==> src/rtl/adaptive_tpm_engine.sv <==
// Adaptive IMM transition-probability engine: classifies mode probabilities, tracks model
// activity with hysteresis and streams one TPM row per handshake (row 0 two cycles after accept).
module adaptive_tpm_engine #(
  parameter int N_MODELS  = 3,
  parameter int W         = 32,
  parameter int DEACT_CNT = 8,
  parameter int REACT_CNT = 2
) (
  input  logic                       clk,
  input  logic                       rst_n,
  input  logic                       in_valid,
  output logic                       in_ready,
  input  logic [N_MODELS*W-1:0]      mu,
  input  logic [N_MODELS*W-1:0]      nis,
  input  logic                       maneuver,
  input  logic                       vs_enable,
  input  logic [W-1:0]               cfg_p_base,
  input  logic [W-1:0]               cfg_p_high,
  input  logic [W-1:0]               cfg_p_med,
  input  logic [W-1:0]               cfg_p_low,
  input  logic [W-1:0]               cfg_conf_hi,
  input  logic [W-1:0]               cfg_conf_med,
  input  logic [W-1:0]               cfg_nis_thr,
  input  logic [W-1:0]               cfg_mu_off,
  input  logic [W-1:0]               cfg_mu_on,
  output logic                       pi_valid,
  input  logic                       pi_ready,
  output logic [N_MODELS*W-1:0]      pi_row,
  output logic [$clog2(N_MODELS)-1:0] pi_row_idx,
  output logic                       pi_last,
  output logic [N_MODELS-1:0]        model_active,
  output logic [$clog2(N_MODELS)-1:0] dominant
);

  localparam int IW        = $clog2(N_MODELS);
  localparam int FRAC_BITS = 16;
  localparam int CMAX      = (DEACT_CNT > REACT_CNT) ? DEACT_CNT : REACT_CNT;
  localparam int CW        = $clog2(CMAX + 1);
  localparam int RN        = 1 << (IW + 1);
  localparam logic [W-1:0] ONE = W'(1 << FRAC_BITS);

  typedef enum logic [1:0] {IDLE, ANALYZE, EMIT} state_t;

  state_t                 state_q;
  logic                   in_ready_q;
  logic [N_MODELS*W-1:0]  mu_q, nis_q;
  logic                   man_q, vs_q;
  logic [CW-1:0]          off_q [N_MODELS];
  logic [CW-1:0]          on_q  [N_MODELS];
  logic [CW-1:0]          off_d [N_MODELS];
  logic [CW-1:0]          on_d  [N_MODELS];
  logic [N_MODELS-1:0]    act_q, act_d;
  logic [IW-1:0]          dom_q, dom_d;
  logic [W-1:0]           psw_q, psw_d;
  logic [N_MODELS-1:0]    hi_q, hi_d;
  logic                   pi_valid_q, pi_last_q;
  logic [N_MODELS*W-1:0]  pi_row_q;
  logic [IW-1:0]          pi_idx_q;

  logic signed [W-1:0]    max_v;
  logic [W-1:0]           p_stay;
  logic [IW:0]            n_act;
  logic [IW:0]            km1;
  logic signed [2*W-1:0]  prod;
  logic [W-1:0]           recip_tab [RN];

  // recip_tab[k] = 1/k in Q16.16; index 0 is never selected since at least 2 models stay active
  for (genvar g = 0; g < RN; g++) begin : g_recip
    assign recip_tab[g] = (g == 0) ? ONE : W'(65536 / g);
  end

  function automatic logic [N_MODELS*W-1:0] build_row(input logic [IW-1:0] i,
                                                      input logic [N_MODELS-1:0] act,
                                                      input logic [W-1:0] psw,
                                                      input logic [N_MODELS-1:0] hi);
    logic [N_MODELS*W-1:0] row;
    logic [W-1:0] sum, v;
    row = '0;
    sum = '0;
    for (int j = 0; j < N_MODELS; j++) begin
      if (IW'(j) != i) begin
        if (!act[j])    v = '0;
        else if (hi[j]) v = W'($signed(psw) >>> 1);
        else            v = psw;
        row[j*W +: W] = v;
        sum = sum + v;
      end
    end
    row[int'(i)*W +: W] = ONE - sum;
    return row;
  endfunction

  always_comb begin
    dom_d = '0;
    max_v = $signed(mu_q[W-1:0]);
    for (int m = 1; m < N_MODELS; m++) begin
      if ($signed(mu_q[m*W +: W]) > max_v) begin
        max_v = $signed(mu_q[m*W +: W]);
        dom_d = IW'(m);
      end
    end

    if (!vs_q)                                p_stay = cfg_p_base;
    else if (max_v >= $signed(cfg_conf_hi))   p_stay = (man_q && dom_d == '0) ? cfg_p_low : cfg_p_high;
    else if (max_v >= $signed(cfg_conf_med))  p_stay = cfg_p_med;
    else                                      p_stay = cfg_p_low;

    act_d = act_q;
    n_act = '0;
    for (int m = 0; m < N_MODELS; m++) begin
      off_d[m] = '0;
      on_d[m]  = '0;
      hi_d[m]  = vs_q && ($signed(nis_q[m*W +: W]) > $signed(cfg_nis_thr));
      if (vs_q) begin
        if ($signed(mu_q[m*W +: W]) < $signed(cfg_mu_off))
          off_d[m] = (off_q[m] >= CW'(DEACT_CNT)) ? off_q[m] : off_q[m] + 1'b1;
        else if ($signed(mu_q[m*W +: W]) >= $signed(cfg_mu_on))
          on_d[m] = (on_q[m] >= CW'(REACT_CNT)) ? on_q[m] : on_q[m] + 1'b1;
        if (man_q || on_d[m] >= CW'(REACT_CNT)) act_d[m] = 1'b1;
      end else begin
        act_d[m] = 1'b1;
      end
      n_act = n_act + {{IW{1'b0}}, act_d[m]};
    end

    // Deactivations are granted in index order so the active count never drops below two
    if (vs_q && !man_q) begin
      for (int m = 0; m < N_MODELS; m++) begin
        if (act_d[m] && off_d[m] >= CW'(DEACT_CNT) && IW'(m) != dom_d && n_act > (IW+1)'(2)) begin
          act_d[m] = 1'b0;
          n_act    = n_act - 1'b1;
        end
      end
    end

    km1   = n_act - 1'b1;
    prod  = $signed(ONE - p_stay) * $signed(recip_tab[km1]);
    psw_d = W'(prod >>> FRAC_BITS);
  end

  always_ff @(posedge clk or negedge rst_n) begin
    if (!rst_n) begin
      state_q    <= IDLE;
      in_ready_q <= 1'b0;
      mu_q       <= '0;
      nis_q      <= '0;
      man_q      <= 1'b0;
      vs_q       <= 1'b0;
      act_q      <= '1;
      dom_q      <= '0;
      psw_q      <= '0;
      hi_q       <= '0;
      pi_valid_q <= 1'b0;
      pi_last_q  <= 1'b0;
      pi_row_q   <= '0;
      pi_idx_q   <= '0;
      for (int m = 0; m < N_MODELS; m++) begin
        off_q[m] <= '0;
        on_q[m]  <= '0;
      end
    end else begin
      case (state_q)
        IDLE: begin
          in_ready_q <= 1'b1;
          if (in_valid && in_ready_q) begin
            mu_q       <= mu;
            nis_q      <= nis;
            man_q      <= maneuver;
            vs_q       <= vs_enable;
            in_ready_q <= 1'b0;
            state_q    <= ANALYZE;
          end
        end
        ANALYZE: begin
          dom_q      <= dom_d;
          act_q      <= act_d;
          psw_q      <= psw_d;
          hi_q       <= hi_d;
          for (int m = 0; m < N_MODELS; m++) begin
            off_q[m] <= off_d[m];
            on_q[m]  <= on_d[m];
          end
          pi_row_q   <= build_row('0, act_d, psw_d, hi_d);
          pi_idx_q   <= '0;
          pi_last_q  <= 1'b0;
          pi_valid_q <= 1'b1;
          state_q    <= EMIT;
        end
        EMIT: begin
          if (pi_ready) begin
            if (pi_last_q) begin
              pi_valid_q <= 1'b0;
              pi_last_q  <= 1'b0;
              pi_row_q   <= '0;
              pi_idx_q   <= '0;
              in_ready_q <= 1'b1;
              state_q    <= IDLE;
            end else begin
              pi_idx_q  <= pi_idx_q + 1'b1;
              pi_row_q  <= build_row(pi_idx_q + 1'b1, act_q, psw_q, hi_q);
              pi_last_q <= (pi_idx_q + 1'b1) == IW'(N_MODELS - 1);
            end
          end
        end
        default: state_q <= IDLE;
      endcase
    end
  end

  assign in_ready     = in_ready_q;
  assign pi_valid     = pi_valid_q;
  assign pi_row       = pi_row_q;
  assign pi_row_idx   = pi_idx_q;
  assign pi_last      = pi_last_q;
  assign model_active = act_q;
  assign dominant     = dom_q;

endmodule
==> config.mk <==
export PLATFORM = sky130hd
export DESIGN_NAME = adaptive_tpm_engine
export DESIGN_NICKNAME = d
export VERILOG_FILES = /design/src/rtl/adaptive_tpm_engine.sv
export SDC_FILE = /design/constraint.sdc
export NUM_CORES = 2
export LEC_CHECK = 0
export CORE_ASPECT_RATIO = 1.1
export CORE_MARGIN = 2
export CORE_UTILIZATION = 60
export DETAILED_ROUTE_END_ITERATION = 7
export PLACE_DENSITY = 0.9
export SYNTH_ARGS = -nofsm -noshare
export SYNTH_HDL_FRONTEND = slang
export SYNTH_SLANG_ARGS = --single-unit
==> constraint.sdc <==
create_clock -name clk -period 26 [get_ports clk]
set_input_delay 5.2 -clock clk [delete_from_list [all_inputs] [get_ports clk]]
set_output_delay 5.2 -clock clk [all_outputs]
set_load 0.02 [all_outputs]
# Word level (Yosys, flattened, before mapping)
# Memory sizes are Yosys's and may differ from the RTL's.
# Index checks and enable logic that the tools add are counted.
[word_totals]
reg_bits = 361
mem_bits_ro = 256
input_bits = 486
output_inout_bits = 106
n_memories = 1
[memory_table]
columns = ["memory", "words", "word_bits", "read_ports", "rd_clocked_by_memory_dff", "wr", "line", "source"]
rows = [
  ["(name not given)", 8, 32, 1, 0, 0, "137", "prod = $signed(ONE - p_stay) * $signed(recip_tab[km1]);"],
]
[classes]
add_sub_neg = 20
n_mul = 1
magnitude_cmp = 29
n_eq_ne = 10
shift = 2
muxes = 112
bitwise = 1
n_reduce_logical = 30
[ops]
columns = ["op", "count"]
rows = [
  ["$mux W32", 44],
  ["$mux W96", 2],
  ["$pmux W96 S2", 1],
  ["$ge A32 B32 Y1", 5],
  ["$gt A32 B32 Y1", 5],
  ["$mux W31", 5],
  ["$add A32 B32 Y32", 3],
  ["$bwmux W96", 1],
  ["$lt A32 B32 Y1", 3],
  ["$mux W4", 24],
  ["$shift A32 B33 Y96 const A", 1],
  ["$shiftx A32 B33 Y96", 1],
  ["$sub A17 B32 Y32 const A", 3],
  ["$mul A32 B32 Y48", 1],
  ["$neg A7 Y33", 1],
  ["$ge A4 B4 Y1 const B", 7],
  ["$add A4 B1 Y4 const B", 6],
  ["$ge A4 B2 Y1 const B", 6],
  ["$mux W3", 7],
  ["$mux W1", 17],
  ["$logic_and A1 B1 Y1", 15],
  ["$mux W2", 6],
  ["$sub A3 B1 Y3 const B", 4],
  ["$gt A3 B2 Y1 const B", 3],
  ["18 further kinds", 34],
]

# Depth between registers and ports, before layout
[depth]
ltp_word = 36
ltp_mapped = 83
depth_no_buf = 78

# Worst setup path after synthesis
# No wires, ideal clock.
[synth_timing]
path_kind = "input-to-reg"
from = "input port cfg_mu_off[17]"
to = "register pi_row_q[28], in the netlist pi_row[28]"
setup_time_ns = 0.119
arrival_time_ns = 21.445
required_ns = 25.881
slack_ns = 4.436
stages = 72
cell_sequence = "inv_1 ha_1 a21o_1 a21o_1 a21o_1 a21o_1 a21oi_1 nor3_1 nor4_1 mux2i_1 o221a_2 a211oi_1 inv_1 fa_1 o2111ai_1 nor4b_1 nand3b_1 ha_1 (+36 left out) mux2i_1 nor2_1 ha_1 nor2b_1 o21ai_2 a21boi_2 o21a_4 o211a_1 o2111a_1 or3_4 a2111oi_2 a31oi_1 or4_4 or4_4 nor2_1 xor2_1 o221ai_1 o21a_1"
[synth_via]
elab_chain_len = 34
[synth_rtl]
columns = ["element", "line", "source"]
rows = [
  ["start: declaration", "24", "input logic [W-1:0] cfg_mu_off,"],
  ["$lt A32 B32 Y1", "115", "if ($signed(mu_q[m*W +: W]) < $signed(cfg_mu_off))"],
  ["$mux W4", "115", ""],
  ["$mux W4", "114", "if (vs_q) begin"],
  ["$ge A4 B2 Y1", "119", "if (man_q || on_d[m] >= CW'(REACT_CNT)) act_d[m] = 1'b1;"],
  ["$logic_or A1 B1 Y1", "119", ""],
  ["$mux W1", "119", ""],
  ["$mux W1", "114", ""],
  ["$add A1 B1 Y2", "123", "n_act = n_act + {{IW{1'b0}}, act_d[m]};"],
  ["(+18 left out)", "n/a", ""],
  ["$mul A32 B32 Y48", "137", ""],
  ["$mux W31", "83", "else if (hi[j]) v = W'($signed(psw) >>> 1);"],
  ["$mux W32", "82", "if (!act[j]) v = '0;"],
  ["$mux W32", "162", "case (state_q)"],
  ["$add A32 B32 Y32 *", "86", "sum = sum + v;"],
  ["$mux W32 *", "162", ""],
  ["$sub A17 B32 Y32 *", "89", "row[int'(i)*W +: W] = ONE - sum;"],
  ["$pmux W96 S2 *", "162", ""],
  ["end signal: assignment", "183", "pi_row_q <= build_row('0, act_d, psw_d, hi_d);"],
  ["end signal: assignment", "200", "pi_row_q <= build_row(pi_idx_q + 1'b1, act_q, psw_q, hi_q);"],
  ["end: declaration", "57", "logic [N_MODELS*W-1:0] pi_row_q;"],
]
# Mark *: on every way between the ends. The rest lies on a longest branch, timed or not. The select of a mux whose other input is x is not followed.
# A chain may end at the register's enable or synchronous reset.

# Worst setup path after layout
[layout_timing]
from = "input port cfg_mu_on[17]"
to = "register pi_row_q[31], in the netlist pi_row[31]"
[layout_via]
elab_chain_len = 35
[layout_rtl]
columns = ["element", "line", "source"]
rows = [
  ["start: declaration", "25", "input logic [W-1:0] cfg_mu_on,"],
  ["$ge A32 B32 Y1", "117", "else if ($signed(mu_q[m*W +: W]) >= $signed(cfg_mu_on))"],
  ["$mux W4", "117", ""],
  ["$mux W4", "115", ""],
  ["$mux W4", "114", ""],
  ["$ge A4 B2 Y1", "119", ""],
  ["$logic_or A1 B1 Y1", "119", ""],
  ["$mux W1", "119", ""],
  ["$mux W1", "114", ""],
  ["(+19 left out)", "n/a", ""],
  ["$mul A32 B32 Y48", "137", ""],
  ["$mux W31", "83", ""],
  ["$mux W32", "82", ""],
  ["$mux W32", "162", ""],
  ["$add A32 B32 Y32 *", "86", ""],
  ["$mux W32 *", "162", ""],
  ["$sub A17 B32 Y32 *", "89", ""],
  ["$pmux W96 S2 *", "162", ""],
]
# Marked as above.

==> flow_summary.ini <==
[yosys]
ys_dominant_reg_cell = sky130_fd_sc_hd__dfrtp_1
yosys-top-cells-area = sky130_fd_sc_hd__fa_1 (18%), sky130_fd_sc_hd__ha_1 (16%), sky130_fd_sc_hd__dfrtp_1 (16%)
adder_cell_share_of_the_synthesized_area_pct = 34.1
synthArstFlopShare_pct = 100
yosysTopAreaCellShare_pct = 18.1
post_synth.cell_area_avg_um2 = 8.64
post_synthesis_xor_xnor_area_fraction_pct = 3.18
netlist_top_cells_count = sky130_fd_sc_hd__inv_1 (1012), sky130_fd_sc_hd__ha_1 (722), sky130_fd_sc_hd__nor2_1 (606)
synthesis.instances = 6522
proportion_of_synthesized_area_in_mux_cells_pct = 7.81
yosysWarnings = 0
ys_seq_elements = 361
post_synth_instance_area_mm2 = 0.0563
synth_compound_gate_area_share_pct = 14.6
synthSimpleGateAreaFrac_pct = 15.5
synth_top_family_by_area = adder cells
synth.distinct_cells = 134
synth_edf_count = 0
synth_sequential_area_ratio_pct = 16.0
synth_area_leader_cell = sky130_fd_sc_hd__fa_1
synth.most_common_cell = sky130_fd_sc_hd__inv_1
synth_nets = 8238

[sta]
finalClockSkew_ps = 33.4
setup_total_negative_slack_ps = 0
rsz0062_at_grt = false
finalMaxSlewViolations = 0
timing.max_slew.rel_slack_pct = 13.5
finalCriticalPeriod_ps = 24560
hold_violations = 0
setup_violations = 0
worst_pin_slew_ps = 1290
finalHoldWorstSlack_ps = 484
maxClockFrequency_ghz = 0.0407
layout_worst_path_cycle_share_pct = 94.5

[routing]
via_count = 51400
detailedRoute.firstPassIterationCount = 6
viasPerCell = 6.22
avgRoutedWirePerCell_um = 24.8
drt_iter0_drc = 5427
drc = 0
drtAntennaViolNets = 0
route.final.wire_length_mm = 205

[place]
io_buffers = 591
dpl_cell_area_mm2 = 0.0632
hpwl_mm = 167
place.gp.congestion = 1.03

[final_layout]
fillers = 7378
regArea_mm2 = 0.00904
finish.instance_area_mm2 = 0.0648
drive_gt1_share_pct = 6.32
syn2layout_area_growth_pct = 15.0
multi_input_logic_area_mm2 = 0.0424
final_net_count = 8680

[die]
floorplan.core_area_mm2 = 0.0928
height_of_the_die_um = 325
floorplan.io_pins = 592
starting_density_pct = 60.7
floorplan_row_count = 117
design.die.area_mm2 = 0.0964
die_width_um = 296

[critical_path]
timing.critical_path.required_ps = 26490
critical_path_arrival_ps = 25050
worstSetupStartpointType = input port
worstPathMaxFanout = 23
path_class = input port to flip-flop
critical_path.n_buffers_inverters = 9
critPathCaptureType = flip-flop
worst_path_dominant_cell_family = adder cells
crit_path_top_delay_cell = sky130_fd_sc_hd__nand2_1
slowest_delay_ps = 790

[outcome]
outcome = completed

[hold_path]
worst_hold_path_type = flip-flop to flip-flop

[cts]
cts.htree.levels = 2
worst_skew_pair.late_latency_ps = 630
ctsResizeCount = 0
cts_num_sinks = 361
cts-buffers-inserted = 44
clock-root-buffer = sky130_fd_sc_hd__clkbuf_16
cts_tree = built
cts.reportedPaths.clkPinSlew_ps = 60
number_of_setup_buffers_added_after_cts = 0
ctsLongestPathBuffers = 3
holdBufCountCts = 0

[flow_run]
cap_violations = 0

[grt]
grt-ovfl-total = 0
grt_first_pass_wirelength_mm = 313
maximum_number_of_pins_on_one_net_before_global_route_repair = 137
grt_pass1_vias = 52600
grt.total_usage_pct = 42.7
antenna_found_initial = 17
cell families (layout without fill, tap and decap cells):
| group | Yosys count | after routing |
|---|---|---|
| AO/OA/AOI/OAI | 1210 | 1210 |
| XOR/XNOR | 203 | 203 |
| adder cells (fa/ha/maj) | 1230 | 1230 |
| buffers and inverters | 1269 | 1744 |
| flip-flops | 361 | 361 |
| multiplexers | 416 | 416 |
| other | 0 | 13 |
| AND/OR/NAND/NOR | 1833 | 1833 |
flip-flops by register name, indices dropped and copies added, names as in the netlist:
signal        flops
man_q             1
off_q            12
in_ready          1
on_q             12
state_q           2
pi_row           96
hi_q              3
pi_row_idx        2
vs_q              1
nis_q            96
pi_last           1
pi_valid          1
psw_q            32
model_active      3
dominant          2
mu_q             96
layer usage:
| layer | track usage, % | vias up | wire length (um) |
|---|---|---|---|
| met4 | 20.9 | 10 | 12300 |
| li1 | - | 23000 | - |
| met1 | 55.0 | 24900 | 79000 |
| met3 | 11.9 | 643 | 23500 |
| met5 | 0 | - | 59 |
| met2 | 65.9 | 2897 | 90400 |
per-stage QoR:
step / std cells / utilization, % / worst slack, ps
floorplan: 6522 / - / 4440
global placement: 8166 / 68.1 / 1800
detailed placement: 8166 / 68.1 / 1340
CTS: 8245 / 69.8 / 1910
global route: 8257 / 69.8 / 140
finish: 8259 / 69.8 / 1440
layout by cell type (no fill, tap or decap), drive strengths merged, types with 23 or more instances in the layout:
cell type	n
a21oi	307
buf	61
clkbuf	55
o21ai	258
or3	27
o21a	61
xor2	76
nand2	532
o2bb2ai	26
or2	23
a221oi	62
xnor2	127
inv	1018
nor2	619
fa	508
a211oi	40
nand4	102
o31ai	28
nor3	92
ha	722
and2	45
and3	23
a31oi	30
dfrtp	358
o211ai	23
nor2b	111
nor4	26
clkdlybuf4s50	590
a21o	142
mux2i	237
nand3	80
mux2	179
nand2b	81
o221ai	26
worst min-delay path: cells and delay by family (launching register included):
family / cells / cell delay, ps
simple gates: 1 / 50
compound gates: 1 / 60
flops: 1 / 340
layout make-up:
| cell class | count | share of cell area [%] |
|---|---|---|
| Antenna cell | 13 | 0.0502 |
| Clock buffer | 55 | 1.93 |
| Clock inverter | 24 | 0.541 |
| Inverter | 1014 | 5.87 |
| Multi-Input combinational cell | 4892 | 65.4 |
| Sequential cell | 361 | 13.9 |
| Tap cell | 1249 | 2.41 |
| Timing Repair Buffer | 651 | 9.84 |
final timing paths:
path	cells after the start	slack, ps	to	start
max	70	1440	pi_row[31]	cfg_mu_on[17]
min	2	480	dominant[0]	dominant[0]
max reg2reg	78	2660	pi_row[31]	mu_q[31]
min reg2reg	2	480	dominant[0]	dominant[0]
max in group asynchronous	4	18330	nis_q[81]	rst_n
min in group asynchronous	1	4660	psw_q[27]	rst_n
Power is left out: the tool's default activity adds up to more than one toggle a clock period on the data nets, which glitch-free logic cannot reach.
